<file path="config.mk">
export PLATFORM = sky130hd
export DESIGN_NAME = if_stage
export DESIGN_NICKNAME = d
export VERILOG_FILES = /design/src/rtl/if_stage_pkg.sv /design/src/rtl/if_stage_id_reg.sv /design/src/rtl/if_stage.sv
export SDC_FILE = /design/constraint.sdc
export NUM_CORES = 1
export LEC_CHECK = 0
export ABC_CLOCK_PERIOD_IN_PS = 2890
export CORE_MARGIN = 10
export CORE_UTILIZATION = 48
export DETAILED_ROUTE_END_ITERATION = 10
export PLACE_DENSITY_LB_ADDON = 0.1
export REMOVE_ABC_BUFFERS = 1
export SYNTH_ARGS = -nofsm -noshare
export SYNTH_HDL_FRONTEND = slang
export SYNTH_SLANG_ARGS = --single-unit
</file>
<file path="constraint.sdc">
create_clock -name clk -period 2.89 [get_ports clk]
set_input_delay 0.4335 -clock clk [delete_from_list [all_inputs] [get_ports clk]]
set_output_delay 0.4335 -clock clk [all_outputs]
set_load 0.02 [all_outputs]
</file>
<file path="src/rtl/if_stage_pkg.sv">
// Shared pipeline constants: fetch defaults, RV32I opcode/funct encodings and
// the fetch FSM state type.
package if_stage_pkg;

  localparam logic [31:0] RESET_PC_DEF = 32'h0000_0000;
  localparam logic [31:0] NOP_INST_DEF = 32'h0000_0013;

  localparam logic [6:0] OP_LUI    = 7'h37;
  localparam logic [6:0] OP_AUIPC  = 7'h17;
  localparam logic [6:0] OP_JAL    = 7'h6F;
  localparam logic [6:0] OP_JALR   = 7'h67;
  localparam logic [6:0] OP_BRANCH = 7'h63;
  localparam logic [6:0] OP_LOAD   = 7'h03;
  localparam logic [6:0] OP_STORE  = 7'h23;
  localparam logic [6:0] OP_IMM    = 7'h13;
  localparam logic [6:0] OP_REG    = 7'h33;

  localparam logic [2:0] F3_ADD_SUB = 3'b000;
  localparam logic [2:0] F3_SLL     = 3'b001;
  localparam logic [2:0] F3_SRL_SRA = 3'b101;
  localparam logic [6:0] F7_BASE    = 7'h00;
  localparam logic [6:0] F7_ALT     = 7'h20;

  typedef enum logic [1:0] {
    ST_IDLE = 2'd0,
    ST_REQ  = 2'd1,
    ST_WAIT = 2'd2,
    ST_HOLD = 2'd3
  } fetch_state_e;

  function automatic logic [31:0] align_word(input logic [31:0] addr);
    return {addr[31:2], 2'b00};
  endfunction

endpackage

</file>
<file path="src/rtl/if_stage_id_reg.sv">
// IF/ID pipeline register. Flush beats stall beats load; when the decoder is
// free to consume and nothing new arrives, the slot drains to a NOP bubble.
module if_id_reg
  import if_stage_pkg::*;
#(
  parameter logic [31:0] NOP_INST = NOP_INST_DEF
) (
  input  logic        clk,
  input  logic        rst,
  input  logic        flush_i,
  input  logic        stall_i,
  input  logic        load_i,
  input  logic [31:0] load_pc_i,
  input  logic [31:0] load_inst_i,
  output logic        valid_o,
  output logic [31:0] pc_o,
  output logic [31:0] inst_o
);

  logic        valid_q;
  logic [31:0] pc_q;
  logic [31:0] inst_q;

  // The decoder consumes IF/ID every unstalled cycle, so no load means a bubble.
  always_ff @(posedge clk) begin
    if (rst) begin
      valid_q <= 1'b0;
      pc_q    <= 32'h0;
      inst_q  <= NOP_INST;
    end else if (flush_i) begin
      valid_q <= 1'b0;
      inst_q  <= NOP_INST;
    end else if (!stall_i) begin
      if (load_i) begin
        valid_q <= 1'b1;
        pc_q    <= load_pc_i;
        inst_q  <= load_inst_i;
      end else begin
        valid_q <= 1'b0;
        inst_q  <= NOP_INST;
      end
    end
  end

  assign valid_o = valid_q;
  assign pc_o    = pc_q;
  assign inst_o  = inst_q;

endmodule

</file>
<file path="src/rtl/if_stage.sv">
// Instruction fetch stage: one-outstanding fetch FSM, PC register and stale
// response dropping; feeds the IF/ID register.
module if_stage
  import if_stage_pkg::*;
#(
  parameter logic [31:0] RESET_PC = RESET_PC_DEF,
  parameter logic [31:0] NOP_INST = NOP_INST_DEF
) (
  input  logic        clk,
  input  logic        rst,
  input  logic        stall,
  input  logic        flush,
  input  logic        redirect_valid,
  input  logic [31:0] redirect_pc,
  output logic        imem_req,
  output logic [31:0] imem_addr,
  input  logic        imem_rvalid,
  input  logic [31:0] imem_rdata,
  output logic        ifid_valid,
  output logic [31:0] ifid_pc,
  output logic [31:0] ifid_inst,
  output logic [6:0]  ifid_op,
  output logic [2:0]  ifid_funct3,
  output logic [6:0]  ifid_funct7
);

  fetch_state_e state_q, state_d;
  logic [31:0]  pc_q, pc_d;
  logic         drop_q, drop_d;
  logic [31:0]  buf_q, buf_d;
  logic         id_load;
  logic [31:0]  id_load_inst;
  logic [31:0]  pc_plus4;
  logic [31:0]  redir_target;

  assign pc_plus4     = pc_q + 32'd4;
  assign redir_target = align_word(redirect_pc);

  always_ff @(posedge clk) begin
    if (rst) begin
      state_q <= ST_IDLE;
      pc_q    <= RESET_PC;
      drop_q  <= 1'b0;
      buf_q   <= NOP_INST;
    end else begin
      state_q <= state_d;
      pc_q    <= pc_d;
      drop_q  <= drop_d;
      buf_q   <= buf_d;
    end
  end

  // A redirect always wins the PC; the drop flag marks a response already in
  // flight for the abandoned address so it is discarded when it lands.
  always_comb begin
    state_d      = state_q;
    pc_d         = pc_q;
    drop_d       = drop_q;
    buf_d        = buf_q;
    id_load      = 1'b0;
    id_load_inst = imem_rdata;
    case (state_q)
      ST_IDLE: state_d = ST_REQ;
      ST_REQ: begin
        state_d = ST_WAIT;
        if (redirect_valid) begin
          pc_d   = redir_target;
          drop_d = 1'b1;
        end
      end
      ST_WAIT: begin
        if (imem_rvalid) begin
          state_d = ST_REQ;
          drop_d  = 1'b0;
          if (redirect_valid) begin
            pc_d = redir_target;
          end else if (!drop_q) begin
            if (stall) begin
              buf_d   = imem_rdata;
              state_d = ST_HOLD;
            end else begin
              id_load = 1'b1;
              pc_d    = pc_plus4;
            end
          end
        end else if (redirect_valid) begin
          pc_d   = redir_target;
          drop_d = 1'b1;
        end
      end
      ST_HOLD: begin
        if (redirect_valid) begin
          pc_d    = redir_target;
          state_d = ST_REQ;
        end else if (!stall) begin
          id_load      = 1'b1;
          id_load_inst = buf_q;
          pc_d         = pc_plus4;
          state_d      = ST_REQ;
        end
      end
      default: state_d = ST_IDLE;
    endcase
  end

  assign imem_req  = (state_q == ST_REQ);
  assign imem_addr = pc_q;

  if_id_reg #(
    .NOP_INST(NOP_INST)
  ) u_if_id_reg (
    .clk        (clk),
    .rst        (rst),
    .flush_i    (flush),
    .stall_i    (stall),
    .load_i     (id_load),
    .load_pc_i  (pc_q),
    .load_inst_i(id_load_inst),
    .valid_o    (ifid_valid),
    .pc_o       (ifid_pc),
    .inst_o     (ifid_inst)
  );

  assign ifid_op     = ifid_inst[6:0];
  assign ifid_funct3 = ifid_inst[14:12];
  assign ifid_funct7 = ifid_inst[31:25];

endmodule

</file>
==> impl_metrics.json <==
{
  "syn_area_um2": 6210,
  "p_switching_mw": 1.11,
  "vias": 6292,
  "combPwrFrac": 0.123,
  "grt_setup_unrepaired": "no",
  "numCtsBuffers": 17,
  "ctsHtreeMaxLevel": 4,
  "power_density_nw_per_um2": 510,
  "ios": 185,
  "end_kind": "flip-flop",
  "wl_per_cell_um": 18.2,
  "path_cells": "inv_1, ha_1, mux2i_1, a31oi_1, o21ai_0, a21oi_1, a311oi_1",
  "die_y_um": 134,
  "syn_inst": 792,
  "cts_tree": "done",
  "final_util": 0.683,
  "grt_max_degree": 70,
  "die_area_um2": 17900,
  "drt_iter0_drc": 538,
  "p_leak_nw": 3.39,
  "relSlewSlack": 0.328,
  "num_antenna_cells": 0,
  "arrival_ps": 2860,
  "fin_crit_ps": 2550,
  "synth-edff-count": 0,
  "yosysSeqAreaShare": 0.425,
  "drv_cap": 0,
  "synth_area_leaders": "dfxtp_1 (43%), nand2_1 (9.2%), a21oi_1 (8.7%)",
  "slowest_stage": "mux2i_1",
  "worst-r2r-cell-count": 7,
  "syn_area_per_cell_um2": 7.85,
  "grt_pass1_wl_um": 32800,
  "postCtsSetupBuffers": 0,
  "regArea_um2": 2640,
  "firstDrtPassIters": 5,
  "setup_viol": 0,
  "timing.fmax_mhz": 392,
  "cts_hold_buf": 0,
  "clk_pin_slew_ps": 60,
  "slew_violations": 0,
  "status": "finished, final reports clean",
  "ant_nets": 0,
  "wirelength_um": 20600,
  "seqPwrFrac": 0.438,
  "netlist-cell-type-count": 66,
  "vias_per_cell": 5.56,
  "clock_sinks": 132,
  "drcViolationCount": 0,
  "num_rows": 41,
  "hold_depth": 2,
  "cts_resized": 0,
  "die_x_um": 134,
  "grt_pass1_vias": 6271,
  "worstPathMaxFanout": 11,
  "synth_ff_type": "dfxtp_1",
  "p_int_mw": 3.30,
  "r2r_start": "state_q[0]",
  "ys_ff_latch": 132,
  "core_area_um2": 12700,
  "hold_class": "in -> reg",
  "p_sw_frac": 0.251,
  "worst-path-buf-inv": 1,
  "syn_to_final_growth_pct": 39.2,
  "insertion_delay_ps": 420,
  "power_frac_clock": 0.438,
  "cp_slowest_stage_delay_ps": 870,
  "start_util": 0.490,
  "peakVddDrop_v": 0.000356,
  "whs_endpoint": "u_if_id_reg.pc_o[30]",
  "fin_nets": 1025,
  "yosysWarningCount": 0,
  "antenna_found_initial": 0,
  "clockBufferDepth": 2,
  "finClkSkew_ps": 9.08,
  "synth_area_leader_cell": "dfxtp_1",
  "cts-root-buf": "clkbuf_16",
  "io_buffers": 182,
  "track_usage": 0.224,
  "worst_setup_path_start_kind": "flip-flop",
  "cp.required_ps": 3200,
  "worstMarginPinSlew_ps": 980,
  "path_delay_family": "multiplexers",
  "synth_top_area_frac": 0.425,
  "hp-start": "rst",
  "dp_hpwl_um": 14500,
  "synthArstFlopShare": 0,
  "finalHoldViolations": 0,
  "overflow": 0,
  "nFillCells": 1109,
  "multi_input_area_um2": 3190,
  "regToRegSetupSlack_ps": 340,
  "drive_above_1_share": 0.0824,
  "tns_ps": 0,
  "finalCritPeriodShare": 0.883,
  "path_class": "reg -> reg",
  "gp_congestion": 0.905,
  "rr_endpoint": "imem_addr[16]"
}
-- stage by stage --
step           cells  instance area [um^2]  setup slack, ps  hold WS (ps)  power (mW)
2_1_floorplan    720                  5860             6.71           431        2.19
3_3_place_gp    1102                  8130              160           441        2.50
5_1_grt         1131                  8650              209           412        4.57
4_1_cts         1131                  8650              367           402        4.44
3_5_place_dp    1102                  8130             62.5           449        2.51
6_report        1131                  8650              339           419        4.41
-- synth_stat cells (all sizes together), types with 5 or more instances --
cell and count:
dfxtp 132, nand2 154, ha 6, inv 7, and2 8, nor3 11, clkbuf 40, a211oi 6
and3 7, nor2 122, a31oi 5, a2111oi 5, o211ai 5, o21ai 10, nor4 8, nand4 8
a21oi 109, a311oi 7, mux2i 35, buf 32, nand3 12
-- cells by family after synthesis --
group / synth area share
mux: 0.0618
buf+inv: 0.0616
compound gates: 0.182
simple gates: 0.258
fa+ha+maj: 0.0121
flops: 0.425
-- power groups by stage --
stage / clock network [mW] / logic (mW) / registers (mW)
after floorplan: 0 / 0.189 / 2.00
final: 1.93 / 0.544 / 1.93
after detailed placement: 0 / 0.540 / 1.97
after global routing: 2.05 / 0.587 / 1.94
after CTS: 1.96 / 0.544 / 1.93
after global placement: 0 / 0.535 / 1.97
-- placed cells by master, fill, tap and decap left out, types with 4 or more instances in the layout --
cell / count
clkdlybuf4s50_1: 181
nand2_1: 153
dfxtp_1: 132
nor2_1: 120
a21oi_1: 108
mux2i_1: 35
buf_4: 27
clkbuf_16: 17
nand3_1: 11
nor3_1: 11
o21ai_0: 10
inv_1: 7
and2_1: 7
and3_1: 7
a211oi_1: 6
a311oi_1: 6
nand4_1: 6
nor4_1: 6
ha_1: 6
a31oi_1: 5
clkbuf_1: 5
and4_1: 4
or2_2: 4
o31ai_1: 4
o211ai_1: 4
clkinv_2: 4
-- worst max path at each step --
stage	start	end	depth (start not counted)
5_1_grt	state_q[0]	imem_addr[16]	7
4_1_cts	state_q[0]	imem_addr[16]	7
3_3_place_gp	stall	buf_q[13]	7
2_1_floorplan	state_q[0]	u_if_id_reg.pc_o[0]	7
3_5_place_dp	stall	buf_q[8]	7
6_report	state_q[0]	imem_addr[16]	7
-- flip-flops by register name, indices dropped and copies added, names as in the netlist --
name                 count
u_if_id_reg.inst_o      32
u_if_id_reg.pc_o        32
drop_q                   1
state_q                  2
u_if_id_reg.valid_o      1
buf_q                   32
imem_addr               32
-- per-layer routing --
| metal | GRT usage | up-vias | routed length [um] | part of all wire |
|---|---|---|---|---|
| met5 | 0 | - | 0 | 0 |
| met4 | 0.0707 | 0 | 329 | 0.016 |
| met3 | 0.0844 | 27 | 1890 | 0.092 |
| met2 | 0.388 | 256 | 10200 | 0.50 |
| met1 | 0.249 | 2963 | 8140 | 0.40 |
| li1 | - | 3046 | - | - |
-- final cells by class --
| type | instances | area share |
|---|---|---|
| Clock buffer | 23 | 0.0529 |
| Clock inverter | 6 | 0.00665 |
| Inverter | 8 | 0.00347 |
| Multi-Input combinational cell | 580 | 0.369 |
| Sequential cell | 132 | 0.306 |
| Tap cell | 172 | 0.0249 |
| Timing Repair Buffer | 210 | 0.238 |
No activity file was read; power rests on OpenSTA's default activity.
